$ cat src/rtl/mem_arbiter_pkg.sv
// Shared definitions for the memory-port arbiter: owner and state encodings,
// default geometry of a cache-line transaction, and a grant decode helper.
// Optional build macro used by this block: MEM_ARB_DC_PRIORITY_EN.
package mem_arbiter_pkg;

    typedef enum logic {
        IDLE = 1'b0,
        BUSY = 1'b1
    } arb_state_e;

    localparam logic OWNER_IC = 1'b0;
    localparam logic OWNER_DC = 1'b1;

    localparam int MEM_ADDR_BITS = 28;
    localparam int MEM_DATA_BITS = 128;
    localparam int MEM_BEATS     = 4;
    localparam int MEM_BEAT_BITS = $clog2(MEM_BEATS);

    // One-hot grant {dc, ic} to owner encoding.
    function automatic logic owner_of(input logic [1:0] grant);
        return grant[1];
    endfunction

endpackage

$ cat src/rtl/mem_arbiter_rr_arbiter2.sv
// Two-input picker: bit 0 = ic, bit 1 = dc. A lone requester always wins.
// On a tie, round-robin hands the grant to the client that did not win last;
// with MEM_ARB_DC_PRIORITY_EN defined, dc wins every tie instead.
module rr_arbiter2
    import mem_arbiter_pkg::*;
(
    input  logic [1:0] req,
    input  logic       last_grant,
    output logic [1:0] grant
);

    // Resolve the one-hot grant from the request pair.
    always_comb begin
        grant = 2'b00;
        case (req)
            2'b01: grant = 2'b01;
            2'b10: grant = 2'b10;
            2'b11: begin
`ifdef MEM_ARB_DC_PRIORITY_EN
                grant = 2'b10;
`else
                if (last_grant == OWNER_DC) begin
                    grant = 2'b01;
                end else begin
                    grant = 2'b10;
                end
`endif
            end
            default: grant = 2'b00;
        endcase
    end

endmodule

$ cat src/rtl/mem_arbiter.sv
// Shares the single memory port between the instruction cache (ic) and the
// data cache (dc). A grant is held for a whole line transaction: one request
// handshake plus BEATS write beats or BEATS read responses. Arbitration takes
// one IDLE cycle. Optional build macro: MEM_ARB_DC_PRIORITY_EN (dc wins ties).
module mem_arbiter
    import mem_arbiter_pkg::*;
#(
    parameter int ADDR_BITS = MEM_ADDR_BITS,
    parameter int DATA_BITS = MEM_DATA_BITS,
    parameter int BEATS     = MEM_BEATS
) (
    input  logic                   clk,
    input  logic                   reset,

    input  logic                   ic_mem_req_valid,
    output logic                   ic_mem_req_ready,
    input  logic [ADDR_BITS-1:0]   ic_mem_req_addr,
    input  logic                   ic_mem_req_rw,
    input  logic                   ic_mem_req_data_valid,
    output logic                   ic_mem_req_data_ready,
    input  logic [DATA_BITS-1:0]   ic_mem_req_data_bits,
    input  logic [DATA_BITS/8-1:0] ic_mem_req_data_mask,
    output logic                   ic_mem_resp_valid,
    output logic [DATA_BITS-1:0]   ic_mem_resp_data,

    input  logic                   dc_mem_req_valid,
    output logic                   dc_mem_req_ready,
    input  logic [ADDR_BITS-1:0]   dc_mem_req_addr,
    input  logic                   dc_mem_req_rw,
    input  logic                   dc_mem_req_data_valid,
    output logic                   dc_mem_req_data_ready,
    input  logic [DATA_BITS-1:0]   dc_mem_req_data_bits,
    input  logic [DATA_BITS/8-1:0] dc_mem_req_data_mask,
    output logic                   dc_mem_resp_valid,
    output logic [DATA_BITS-1:0]   dc_mem_resp_data,

    output logic                   mem_req_valid,
    input  logic                   mem_req_ready,
    output logic [ADDR_BITS-1:0]   mem_req_addr,
    output logic                   mem_req_rw,
    output logic                   mem_req_data_valid,
    input  logic                   mem_req_data_ready,
    output logic [DATA_BITS-1:0]   mem_req_data_bits,
    output logic [DATA_BITS/8-1:0] mem_req_data_mask,
    input  logic                   mem_resp_valid,
    input  logic [DATA_BITS-1:0]   mem_resp_data
);

    localparam int BEAT_W = $clog2(BEATS);

    arb_state_e        state_r, state_n;
    logic              owner_r, owner_n;
    logic              req_done_r, req_done_n;
    // Set once all write beats have fired; lets beats finish ahead of the
    // request handshake even though the beat counter has wrapped to 0.
    logic              data_done_r, data_done_n;
    logic              rw_r, rw_n;
    logic [BEAT_W-1:0] beat_r, beat_n;
    logic              last_grant_r, last_grant_n;

    logic [1:0]           grant_s;
    logic                 own_req_valid_s;
    logic [ADDR_BITS-1:0] own_addr_s;
    logic                 own_rw_s;
    logic                 own_data_valid_s;
    logic [DATA_BITS-1:0] own_data_bits_s;
    logic [DATA_BITS/8-1:0] own_data_mask_s;
    logic                 eff_rw_s;
    logic                 req_fire_s;
    logic                 data_fire_s;
    logic                 resp_beat_s;
    logic                 last_beat_s;
    logic                 write_done_s;
    logic                 read_done_s;
    logic                 txn_done_s;

    rr_arbiter2 u_pick (
        .req        ({dc_mem_req_valid, ic_mem_req_valid}),
        .last_grant (last_grant_r),
        .grant      (grant_s)
    );

    // Select the current owner's request and write-data channels.
    always_comb begin
        if (owner_r == OWNER_DC) begin
            own_req_valid_s  = dc_mem_req_valid;
            own_addr_s       = dc_mem_req_addr;
            own_rw_s         = dc_mem_req_rw;
            own_data_valid_s = dc_mem_req_data_valid;
            own_data_bits_s  = dc_mem_req_data_bits;
            own_data_mask_s  = dc_mem_req_data_mask;
        end else begin
            own_req_valid_s  = ic_mem_req_valid;
            own_addr_s       = ic_mem_req_addr;
            own_rw_s         = ic_mem_req_rw;
            own_data_valid_s = ic_mem_req_data_valid;
            own_data_bits_s  = ic_mem_req_data_bits;
            own_data_mask_s  = ic_mem_req_data_mask;
        end
    end

    // Before the request handshake the owner's live rw decides whether write
    // beats may flow; afterwards the latched direction is authoritative.
    assign eff_rw_s     = req_done_r ? rw_r : own_rw_s;
    assign req_fire_s   = mem_req_valid && mem_req_ready;
    assign data_fire_s  = mem_req_data_valid && mem_req_data_ready;
    assign resp_beat_s  = (state_r == BUSY) && req_done_r && !rw_r && mem_resp_valid;
    assign last_beat_s  = (beat_r == BEAT_W'(BEATS - 1));
    assign write_done_s = eff_rw_s && (req_done_r || req_fire_s)
                          && (data_done_r || (data_fire_s && last_beat_s));
    assign read_done_s  = resp_beat_s && last_beat_s;
    assign txn_done_s   = (state_r == BUSY) && (write_done_s || read_done_s);

    // Drive the memory side: owner's channels while BUSY, quiet while IDLE.
    always_comb begin
        mem_req_valid      = 1'b0;
        mem_req_addr       = '0;
        mem_req_rw         = 1'b0;
        mem_req_data_valid = 1'b0;
        mem_req_data_bits  = '0;
        mem_req_data_mask  = '0;
        if (state_r == BUSY) begin
            mem_req_valid      = own_req_valid_s && !req_done_r;
            mem_req_addr       = own_addr_s;
            mem_req_rw         = own_rw_s;
            mem_req_data_valid = eff_rw_s && !data_done_r && own_data_valid_s;
            mem_req_data_bits  = own_data_bits_s;
            mem_req_data_mask  = own_data_mask_s;
        end else begin
            mem_req_valid      = 1'b0;
            mem_req_data_valid = 1'b0;
        end
    end

    // Route handshakes and responses back to the owner only.
    always_comb begin
        ic_mem_req_ready      = req_fire_s  && (owner_r == OWNER_IC);
        ic_mem_req_data_ready = data_fire_s && (owner_r == OWNER_IC);
        ic_mem_resp_valid     = resp_beat_s && (owner_r == OWNER_IC);
        dc_mem_req_ready      = req_fire_s  && (owner_r == OWNER_DC);
        dc_mem_req_data_ready = data_fire_s && (owner_r == OWNER_DC);
        dc_mem_resp_valid     = resp_beat_s && (owner_r == OWNER_DC);
        ic_mem_resp_data      = mem_resp_data;
        dc_mem_resp_data      = mem_resp_data;
    end

    // Next-state logic for the grant FSM and its transaction bookkeeping.
    always_comb begin
        state_n      = state_r;
        owner_n      = owner_r;
        req_done_n   = req_done_r;
        data_done_n  = data_done_r;
        rw_n         = rw_r;
        beat_n       = beat_r;
        last_grant_n = last_grant_r;
        case (state_r)
            IDLE: begin
                if (|grant_s) begin
                    state_n     = BUSY;
                    owner_n     = owner_of(grant_s);
                    req_done_n  = 1'b0;
                    data_done_n = 1'b0;
                    beat_n      = '0;
                end else begin
                    state_n = IDLE;
                end
            end
            BUSY: begin
                if (req_fire_s) begin
                    req_done_n = 1'b1;
                    rw_n       = own_rw_s;
                end else begin
                    req_done_n = req_done_r;
                end
                if (data_fire_s || resp_beat_s) begin
                    beat_n = beat_r + BEAT_W'(1);
                end else begin
                    beat_n = beat_r;
                end
                if (data_fire_s && last_beat_s) begin
                    data_done_n = 1'b1;
                end else begin
                    data_done_n = data_done_r;
                end
                if (txn_done_s) begin
                    state_n      = IDLE;
                    last_grant_n = owner_r;
                    beat_n       = '0;
                    req_done_n   = 1'b0;
                    data_done_n  = 1'b0;
                end else begin
                    state_n = BUSY;
                end
            end
            default: begin
                state_n = IDLE;
            end
        endcase
    end

    // State register; reset abandons any transaction in flight.
    always_ff @(posedge clk) begin
        if (!reset) begin
            state_r      <= IDLE;
            owner_r      <= OWNER_IC;
            req_done_r   <= 1'b0;
            data_done_r  <= 1'b0;
            rw_r         <= 1'b0;
            beat_r       <= '0;
            last_grant_r <= OWNER_DC;
        end else begin
            state_r      <= state_n;
            owner_r      <= owner_n;
            req_done_r   <= req_done_n;
            data_done_r  <= data_done_n;
            rw_r         <= rw_n;
            beat_r       <= beat_n;
            last_grant_r <= last_grant_n;
        end
    end

endmodule

$ cat config.mk
export PLATFORM = sky130hd
export DESIGN_NAME = mem_arbiter
export DESIGN_NICKNAME = d
export VERILOG_FILES = /design/src/rtl/mem_arbiter_pkg.sv /design/src/rtl/mem_arbiter_rr_arbiter2.sv /design/src/rtl/mem_arbiter.sv
export SDC_FILE = /design/constraint.sdc
export NUM_CORES = 1
export LEC_CHECK = 0
export ABC_CLOCK_PERIOD_IN_PS = 2100
export BUFFER_PORTS_ARGS = -buffer_cell sky130_fd_sc_hd__buf_4
export CORE_AREA = 10 10 352 354
export CTS_BUF_LIST = sky130_fd_sc_hd__clkbuf_4 sky130_fd_sc_hd__clkbuf_8 sky130_fd_sc_hd__clkbuf_16
export DETAILED_ROUTE_END_ITERATION = 6
export DIE_AREA = 0 0 362 364
export PLACE_DENSITY = 0.3
export SETUP_SLACK_MARGIN = 0.05
export SYNTH_ARGS = -nofsm -noshare
export SYNTH_HDL_FRONTEND = slang
export SYNTH_SLANG_ARGS = --single-unit
export TNS_END_PERCENT = 30
$ cat constraint.sdc
create_clock -name clk -period 2.1 [get_ports clk]
set_input_delay 0.42 -clock clk [delete_from_list [all_inputs] [get_ports clk]]
set_output_delay 0.42 -clock clk [all_outputs]
set_load 0.005 [all_outputs]
==> summary by stage, run 1 <==
Final layout
After the flow finishes, the layout carries non-filler instances totaling 2581. The antenna diode count is 0. The number of filler instances in the final layout is 13721. Of the cells placed in the final design, the portion with a size suffix greater than 1 is 0.746.

Relative to the synthesized area, the layout overhead comes to 125%. The multi-input combinational cell area is 0.00383 mm². After routing the design area is 0.0113 mm².

The final layout contains 1530 nets. The storage element area is 165 µm².

STA
Setup violations remaining at the end of the flow were counted as 32. The relative max-transition margin is 0.748. The number of pins with negative max-slew slack in the final report came to 0. At the pin with the least slew margin, the transition time is 0.378 ns. The final hold violation count came to 0. The accumulated negative setup slack is -1.23 ns. The post-route clock period utilization is 1.06. Derived from the worst setup path, the maximum achievable clock frequency is 451 MHz. The final period demand of the worst path is 2.22 ns. Setup repair after global routing could not meet its margin everywhere. The worst clock skew on the final layout is 0.000995 ns. Across all setup checks in the final design, the least slack found is -0.116 ns.

Drt
In the routed design, unresolved DRC markers number 0. The number of design-rule violations left by the first detailed-router iteration is 168. Before antenna repair, the detailed router went through 4 iterations. After detailed routing, the number of vias per cell comes to 2.41.

For this block, the via count after detailed routing is 6225. The mean routed wirelength per cell is 29.0 µm. The post-route antenna net violation count is 0. The routed wire length is 74800 µm.

Global route
Summed over all layers, the global routing overflow is 0. The number of global-route vias before repair is 6979. The first-pass GRT wire length is 89500 µm. The combined global-route utilization of all metal layers is 0.106. The number of antenna violations at the first check in global routing is 10. Entering global routing, the biggest net connects 56 pins.

Placement
The final RePlAce weighted congestion is 0.786. After detailed placement, the total cell area comes to 0.00950 mm². Once detailed placement completed, the half-perimeter wirelength came to 70300 µm. Including well taps, the total number of placed cells is 2546. At the placement stage, the worst setup path has a slack of -0.342 ns. Port buffering added 535 buffers.

Worst hold path
The path class of the lowest-slack min-delay path is primary input to register.

Yosys
The sequential-to-total area share from yosys stat is 0.0319. The summed instance area of the synthesized netlist is 0.00501 mm². Counting flops and latches in the post-synthesis netlist gives 8. A synthesized cell averages 7.10 µm². After technology mapping, the gate count stands at 706. Synthesis produced a netlist with a net count of 1190. The number of library cell types mapped by synthesis is 36. Yosys printed 0 warnings.

Clocking
The later-pin clock latency in the skew report is 0.23 ns. The clock-pin slew on the worst setup and hold paths is 0.04 ns. Clock tree synthesis found a total of 8 sinks. The cell sitting at the root of the clock tree is a sky130_fd_sc_hd__clkbuf_16. TritonCTS built the clock tree. No sink is reached through more buffers than the 2 on the longest clock path.

The number of clock buffers added by TritonCTS is 3. In this run the number of H-tree levels came out at 1. Hold repair after CTS inserted 0 buffers.

Floorplan
The die covers 0.132 mm². In this run the count of I/O pins placed on the die edge is 920. The die width is 362 µm. The region available for standard cell placement spans 0.117 mm². The y dimension of the die is 364 µm.

The effective utilization at floorplan is 0.0428. After floorplanning, the core was divided into 126 placement rows.

Worst setup path
The critical-path maximum fanout is 6. Among all stages on the critical path, the largest delay is contributed by sky130_fd_sc_hd__dfxtp_4. The required time of the critical path is 1.68 ns. The critical path start-end classification is register to output port. The sort of element at the start of the critical path is a register. Walking the worst path, the cells encountered are buf_12, buf_16, buf_12, mux2i_4, nor2_1, buf_4.

STA puts the critical path data arrival time at 1.80 ns. The number of buffer and inverter instances along the worst setup path is 4. STA classifies the critical path endpoint as an output port. In this design, the largest share of critical-path delay is due to buffers and inverters. The largest incremental delay on the critical path is 0.44 ns. The most numerous cell type found on the critical path is sky130_fd_sc_hd__buf_12.

Run status
The final reports fail on setup timing. The flow ran to the end, but the final reports show violations.

Power and ir drop
For this design the ratio of total power to cell area is 269 mW/mm². The final total power is 3.04 mW. Summed over all cells, the static leakage comes to 4.49 nW. The peak ir drop on the vdd network is 193 µV.

Flow run
Across the run, the number of max-cap violations was 0.
## repair_timing
item,4_1_cts,5_1_grt
buffers inserted,23,6
gates resized for setup,184,96
cloned,3,2
pin swaps,2,9
endpoints found under the setup margin,165,174
## cell usage in the layout (no fill, tap or decap), types with 2 or more instances in the layout
master / instances
sky130_fd_sc_hd__buf_6: 38
sky130_fd_sc_hd__buf_4: 564
sky130_fd_sc_hd__nand4b_1: 2
sky130_fd_sc_hd__nand3b_1: 2
sky130_fd_sc_hd__clkbuf_16: 5
sky130_fd_sc_hd__nor3_1: 2
sky130_fd_sc_hd__nand2_1: 5
sky130_fd_sc_hd__mux2i_2: 28
sky130_fd_sc_hd__a31oi_1: 2
sky130_fd_sc_hd__nor2_4: 3
sky130_fd_sc_hd__buf_16: 4
sky130_fd_sc_hd__buf_8: 7
sky130_fd_sc_hd__mux2i_1: 76
sky130_fd_sc_hd__dfxtp_1: 6
sky130_fd_sc_hd__mux2_4: 2
sky130_fd_sc_hd__buf_12: 16
sky130_fd_sc_hd__inv_1: 4
sky130_fd_sc_hd__a21oi_1: 3
sky130_fd_sc_hd__mux2i_4: 71
sky130_fd_sc_hd__nor2_2: 30
sky130_fd_sc_hd__nor2_1: 148
sky130_fd_sc_hd__nand4_1: 3
## cell usage after synthesis
library cell                 n  area [µm²]
sky130_fd_sc_hd__nand3_1     1        5.00
sky130_fd_sc_hd__nor2_1    181         679
sky130_fd_sc_hd__ha_1        1        12.5
sky130_fd_sc_hd__and2_1      1        6.26
sky130_fd_sc_hd__nand2_1     5        18.8
sky130_fd_sc_hd__mux2_4      2        30.0
sky130_fd_sc_hd__o211ai_2    1        12.5
sky130_fd_sc_hd__o211ai_1    1        7.51
sky130_fd_sc_hd__a31oi_1     2        12.5
sky130_fd_sc_hd__a41o_1      1        10.0
sky130_fd_sc_hd__buf_1       6        22.5
sky130_fd_sc_hd__nor3_1      2        10.0
sky130_fd_sc_hd__and4b_1     1        10.0
sky130_fd_sc_hd__inv_1       5        18.8
sky130_fd_sc_hd__mux2i_1   175        1750
sky130_fd_sc_hd__o21ai_1     1        5.00
sky130_fd_sc_hd__a21o_1      1        7.51
sky130_fd_sc_hd__a32o_1      1        10.0
sky130_fd_sc_hd__and2_4      1        8.76
sky130_fd_sc_hd__mux2_2      1        11.3
sky130_fd_sc_hd__nor3_2      1        10.0
sky130_fd_sc_hd__dfxtp_1     8         160
sky130_fd_sc_hd__a31oi_4     1        21.3
sky130_fd_sc_hd__a21oi_1     3        15.0
sky130_fd_sc_hd__or3_1       1        6.26
sky130_fd_sc_hd__buf_2      13        65.1
sky130_fd_sc_hd__o21bai_1    1        7.51
sky130_fd_sc_hd__o31ai_1     1        7.51
sky130_fd_sc_hd__clkbuf_1   21        78.8
sky130_fd_sc_hd__nand4_1     3        18.8
sky130_fd_sc_hd__o21ai_0     1        5.00
sky130_fd_sc_hd__nand3b_1    2        15.0
sky130_fd_sc_hd__buf_6       1        11.3
sky130_fd_sc_hd__inv_2       1        3.75
sky130_fd_sc_hd__buf_4     256        1920
sky130_fd_sc_hd__nand4b_1    2        17.5
## metrics by stage
stage / utilization / hold slack (ns)
after global placement: 0.0811 / 0.488
after global routing: 0.0963 / 0.390
after detailed placement: 0.0811 / 0.496
after CTS: 0.0919 / 0.389
after floorplan: - / 0.463
final: 0.0963 / 0.390
## worst register-to-register path, stage by stage (launching register included)
cell,delay (ns)
sky130_fd_sc_hd__dfxtp_4,0.44
sky130_fd_sc_hd__buf_6,0.15
sky130_fd_sc_hd__mux2_4,0.32
sky130_fd_sc_hd__buf_6,0.12
sky130_fd_sc_hd__mux2_2,0.29
sky130_fd_sc_hd__a31oi_4,0.25
sky130_fd_sc_hd__nand4_1,0.14
sky130_fd_sc_hd__a31oi_1,0.19
## worst paths after layout
kind	depth (start not counted)	from	to	slack [ns]
setup / recovery	6	owner_r	mem_req_data_bits[68]	-0.12
hold / removal	2	reset	last_grant_r	0.39
setup reg to reg	7	owner_r	beat_r[1]	0.11
hold reg to reg	2	last_grant_r	last_grant_r	0.50
## final cells by class
| cell class | count | share of cell area |
|---|---|---|
| clock buffers | 4 | 0.00732 |
| inverters | 6 | 0.00266 |
| multi-input cells | 395 | 0.339 |
| flip-flops and latches | 8 | 0.0146 |
| well taps | 1536 | 0.170 |
| repair buffers | 632 | 0.466 |
## metal layers
| metal | routed length [µm] | up-vias | global-route usage |
|---|---|---|---|
| met3 | 11900 | 28 | 0.0766 |
| li1 | - | 2738 | - |
| met5 | 100 | - | 0 |
| met4 | 159 | 16 | 0.00289 |
| met2 | 33500 | 652 | 0.168 |
| met1 | 29200 | 2791 | 0.120 |
## logic make-up after synthesis
| kind of cell | after synthesis | share of synthesized area |
|---|---|---|
| AOI/OAI and AO/OA | 15 | 0.0242 |
| DFF | 8 | 0.0319 |
| adders and majority gates | 1 | 0.00249 |
| and+or+nand+nor | 201 | 0.161 |
| muxes | 178 | 0.358 |
| buffers and inverters | 303 | 0.423 |
## registers in the layout (all words and copies together) (netlist names)
name / count
req_done_r: 1
rw_r: 1
beat_r: 2
last_grant_r: 1
state_r: 1
data_done_r: 1
owner_r: 1
## power breakdown
part | internal (mW) | total (mW) | switching [mW]
combinational | 1.32 | 2.52 | 1.21
clock | 0.266 | 0.348 | 0.0814
sequential | 0.156 | 0.167 | 0.0103
No activity file was read; power rests on OpenSTA's default activity.
==> inputs of run 2 (changes only) <==
--- a/config.mk
+++ b/config.mk
@@ -5,12 +5,12 @@
 export SDC_FILE = /design/constraint.sdc
 export NUM_CORES = 1
 export LEC_CHECK = 0
-export ABC_CLOCK_PERIOD_IN_PS = 2100
-export BUFFER_PORTS_ARGS = -buffer_cell sky130_fd_sc_hd__buf_4
-export CORE_AREA = 10 10 352 354
+export ABC_CLOCK_PERIOD_IN_PS = 2420
+export CORE_AREA = 10 10 355 357
 export CTS_BUF_LIST = sky130_fd_sc_hd__clkbuf_4 sky130_fd_sc_hd__clkbuf_8 sky130_fd_sc_hd__clkbuf_16
 export DETAILED_ROUTE_END_ITERATION = 6
-export DIE_AREA = 0 0 362 364
+export DIE_AREA = 0 0 365 367
+export DONT_BUFFER_PORTS = 1
 export PLACE_DENSITY = 0.3
 export SETUP_SLACK_MARGIN = 0.05
 export SYNTH_ARGS = -nofsm -noshare
==> constraint.sdc (replaced) <==
create_clock -name clk -period 2.42 [get_ports clk]
set_input_delay 0.484 -clock clk [delete_from_list [all_inputs] [get_ports clk]]
set_output_delay 0.484 -clock clk [all_outputs]
set_load 0.005 [all_outputs]
==> run 2 against run 1 <==
Compared with the run above:
- cell count shrank 17%
- the run now ends clean
- clock skew grew 0.00076 ns
- sequential share of layout area grew 1.1 points
- highest routed layer unchanged
- non-clock buffer count shrank 463
- register-to-register slack gained 0.40 ns
- clock-buffer cell count is the same
==> summary by stage, run 2 (synthesis gave the netlist of run 1 again) <==
STA
The worst path in the final design needs a cycle of 2.30 ns, including I/O delays and setup. The accumulated negative setup slack is 0 ns (was -1.23 ns). The relative max-transition margin is 0.487 (was 0.748). The worst clock skew on the final layout is 0.00176 ns (was 0.000995 ns). The final-report setup violation count was 0 (was 32).

The post-route clock period utilization is 0.950. The achievable frequency is 435 MHz. The tightest hold margin is 0.316 ns (was 0.390 ns). The worst-margin pin slew was 0.764 ns (was 0.378 ns).

RSZ-0062 raised after global routing: false (was true). The number of pins with negative max-slew slack in the final report is 0 (unchanged). The final worst slack came to 0.122 ns (was -0.116 ns). The final hold violation count came to 0 (unchanged).

Clocking
The TritonCTS clock tree is done (unchanged). The maximum level of the CTS H-tree is 1 (unchanged). The count of hold buffers inserted by post-cts repair came to 0 (unchanged). The clock-pin slew on the worst setup and hold paths was 0.04 ns (about the same). The clock root buffer is sky130_fd_sc_hd__clkbuf_16 (unchanged). The largest buffer count on any clock path was 2 (unchanged). The number of buffers created by CTS was 3 (unchanged).

The later-pin clock latency in the skew report is 0.23 ns (about the same). The CTS sink count is 8 (unchanged).

Worst setup path
The critical path start-end classification is register to output port (unchanged). The beginning of the critical path is owner_r (unchanged). The cell type with the highest occurrence count on the critical path is sky130_fd_sc_hd__buf_4 (was sky130_fd_sc_hd__buf_12). The capturing element type of the critical path is an output port (unchanged). The number of buffer and inverter instances along the worst setup path was 3 (was 4). The sort of element at the start of the critical path is a register (unchanged). The required time of the critical path was 1.94 ns (was 1.68 ns). The reg-to-reg critical path startpoint is owner_r (unchanged).

The path length in cells of the critical path is 5 (was 6). The largest incremental delay on the critical path is 0.43 ns (was 0.44 ns). Critical path, cell by cell: buf_12, buf_4, mux2i_1, nor2_1, buf_4 (was buf_12, buf_16, buf_12, mux2i_4, nor2_1, buf_4). The critical-path maximum fanout is 21 (was 6).

The slowest library cell on the worst path is sky130_fd_sc_hd__dfxtp_4 (unchanged). The worst path arrival time is 1.81 ns (was 1.80 ns). The register-to-register setup slack is 0.51 ns (was 0.11 ns).

The family of cells with the greatest summed delay on the critical path is buffers and inverters (unchanged). The end of the worst register-to-register path is beat_r[1] (unchanged). The number of cells on the worst reg-to-reg path is 6 (was 7).

Drt
The post-route antenna net violation count is 0 (unchanged). The number of vias per cell after detailed routing was 2.14 (was 2.41). The mean routed wirelength per cell is 34.1 µm (was 29.0 µm). The number of DRC violations after detailed routing was 0 (unchanged). The number of design-rule violations left by the first detailed-router iteration was 184 (was 168). The total iterations of the first detailed-routing run is 4 (unchanged). The routed wire length was 72900 µm (was 74800 µm). The detailed-route via count is 4570 (was 6225).

Worst hold path
The worst hold path startpoint is reset (unchanged). The worst-case hold path end point is last_grant_r (unchanged). The path class of the lowest-slack min-delay path was primary input to register (unchanged). The count of cells along the worst hold path is 1 (was 2).

Floorplan
The core outline area is 0.119 mm² (was 0.117 mm²). The effective utilization at floorplan came to 0.0421 (was 0.0428). The number of top-level pins was 920 (unchanged). The die width is 365 µm (was 362 µm). The y dimension of the die was 367 µm (was 364 µm). The total number of placement rows was 127 (was 126). The floorplan die area is 0.134 mm² (was 0.132 mm²).

Placement
The number of buffers inserted by port buffering is 0 (was 535). The worst setup timing slack at the placement stage is 0.0714 ns (was -0.342 ns). The final HPWL from detailed placement is 69600 µm (was 70300 µm). The final RePlAce weighted congestion is 0.764 (was 0.786).

Global route
The first-pass GRT wire length is 83800 µm (was 89500 µm). The global route total overflow is 0 (unchanged). The combined global-route utilization of all metal layers is 0.102 (was 0.106). The number of antenna violations at the first check in global routing came to 26 (was 10). The number of global-route vias before repair is 5130 (was 6979). The pin count of the biggest net entering global routing is 80 (was 56).

Power and ir drop
The reported leakage power is 1.96 nW (was 4.49 nW). The power density of the placed cells is 253 mW/mm² (was 269 mW/mm²). The peak ir drop on the vdd network is 165 µV (was 193 µV).

Final layout
The final standard cell utilization of the core is 0.0542 (was 0.0963). The flip-flop count of the largest register, all copies and words added came to 2 (unchanged). The layout overhead on the synthesized area was 28.7% (was 125%).

Leading cell types in the layout, fill and taps excluded: 181 x sky130_fd_sc_hd__nor2_1, 163 x sky130_fd_sc_hd__mux2i_1, 158 x sky130_fd_sc_hd__buf_4, 10 x sky130_fd_sc_hd__buf_12, 8 x sky130_fd_sc_hd__mux2i_2 (was 564 x sky130_fd_sc_hd__buf_4, 148 x sky130_fd_sc_hd__nor2_1, 76 x sky130_fd_sc_hd__mux2i_1, 71 x sky130_fd_sc_hd__mux2i_4, 38 x sky130_fd_sc_hd__buf_6). The largest register by flop count is beat_r (unchanged). The most common library cell in the layout ignoring fill and taps is sky130_fd_sc_hd__nor2_1 (was sky130_fd_sc_hd__buf_4). The final-stage net count was 1067 (was 1530). The fraction of final layout cells with drive strength greater than 1 came to 0.337 (was 0.746).

Flow run
The max-capacitance violation count is 0 (unchanged).

Run status
Outcome: completed (was finished, violations left).
run 2: power by group:
part | leakage, nW | switching, mW | internal, mW | total, mW
Clock | 0.0416 | 0.0666 | 0.231 | 0.297
Sequential | 0.0659 | 0.0108 | 0.136 | 0.147
Combinational | 1.86 | 0.739 | 0.451 | 1.19
run 2: how the worst max path moves through the flow:
| stage | end | slack (ns) |
|---|---|---|
| 6_report | mem_req_data_mask[9] | 0.12 |
| 5_1_grt | mem_req_data_bits[21] | 0.05 |
| 4_1_cts | mem_req_data_bits[56] | 0.02 |
| 3_5_place_dp | mem_req_data_mask[4] | 0.07 |
| 3_3_place_gp | mem_req_data_mask[4] | 0.09 |
| 2_1_floorplan | dc_mem_req_data_ready | 0.71 |
run 2: area by class of cell:
cell class | instances | area, µm²
antenna | 6 | 15.0
clock buffer | 4 | 82.6
fill | 14115 | 113000
inverter | 6 | 30.0
multi-input combinational | 395 | 2810
sequential | 8 | 165
tap | 1548 | 1940
timing repair buffer | 169 | 1410
run 2: stage by stage:
| step | instances | cell area [µm²] | power, mW |
|---|---|---|---|
| after CTS | 2128 | 6410 | 1.75 |
| final | 2136 | 6460 | 1.63 |
| after global routing | 2133 | 6450 | 1.79 |
| after global placement | 2124 | 6250 | 1.42 |
| after floorplan | 706 | 5010 | 0.926 |
| after detailed placement | 2124 | 6250 | 1.43 |
run 2: repair_timing:
| action | in CTS | in global routing |
|---|---|---|
| setup buffers | 0 | 2 |
| resized for setup | 14 | 4 |
| gates cloned | 0 | 0 |
| endpoints found under the setup margin | 12 | 50 |
| endpoints found under the hold margin | 0 | 0 |
run 2: per-layer routing:
metal	GRT usage	share of wire	up-vias
met5	0	0.0029	-
met4	0.00551	0.0063	30
met3	0.0828	0.18	46
met2	0.158	0.43	619
met1	0.112	0.38	2065
li1	-	-	1810
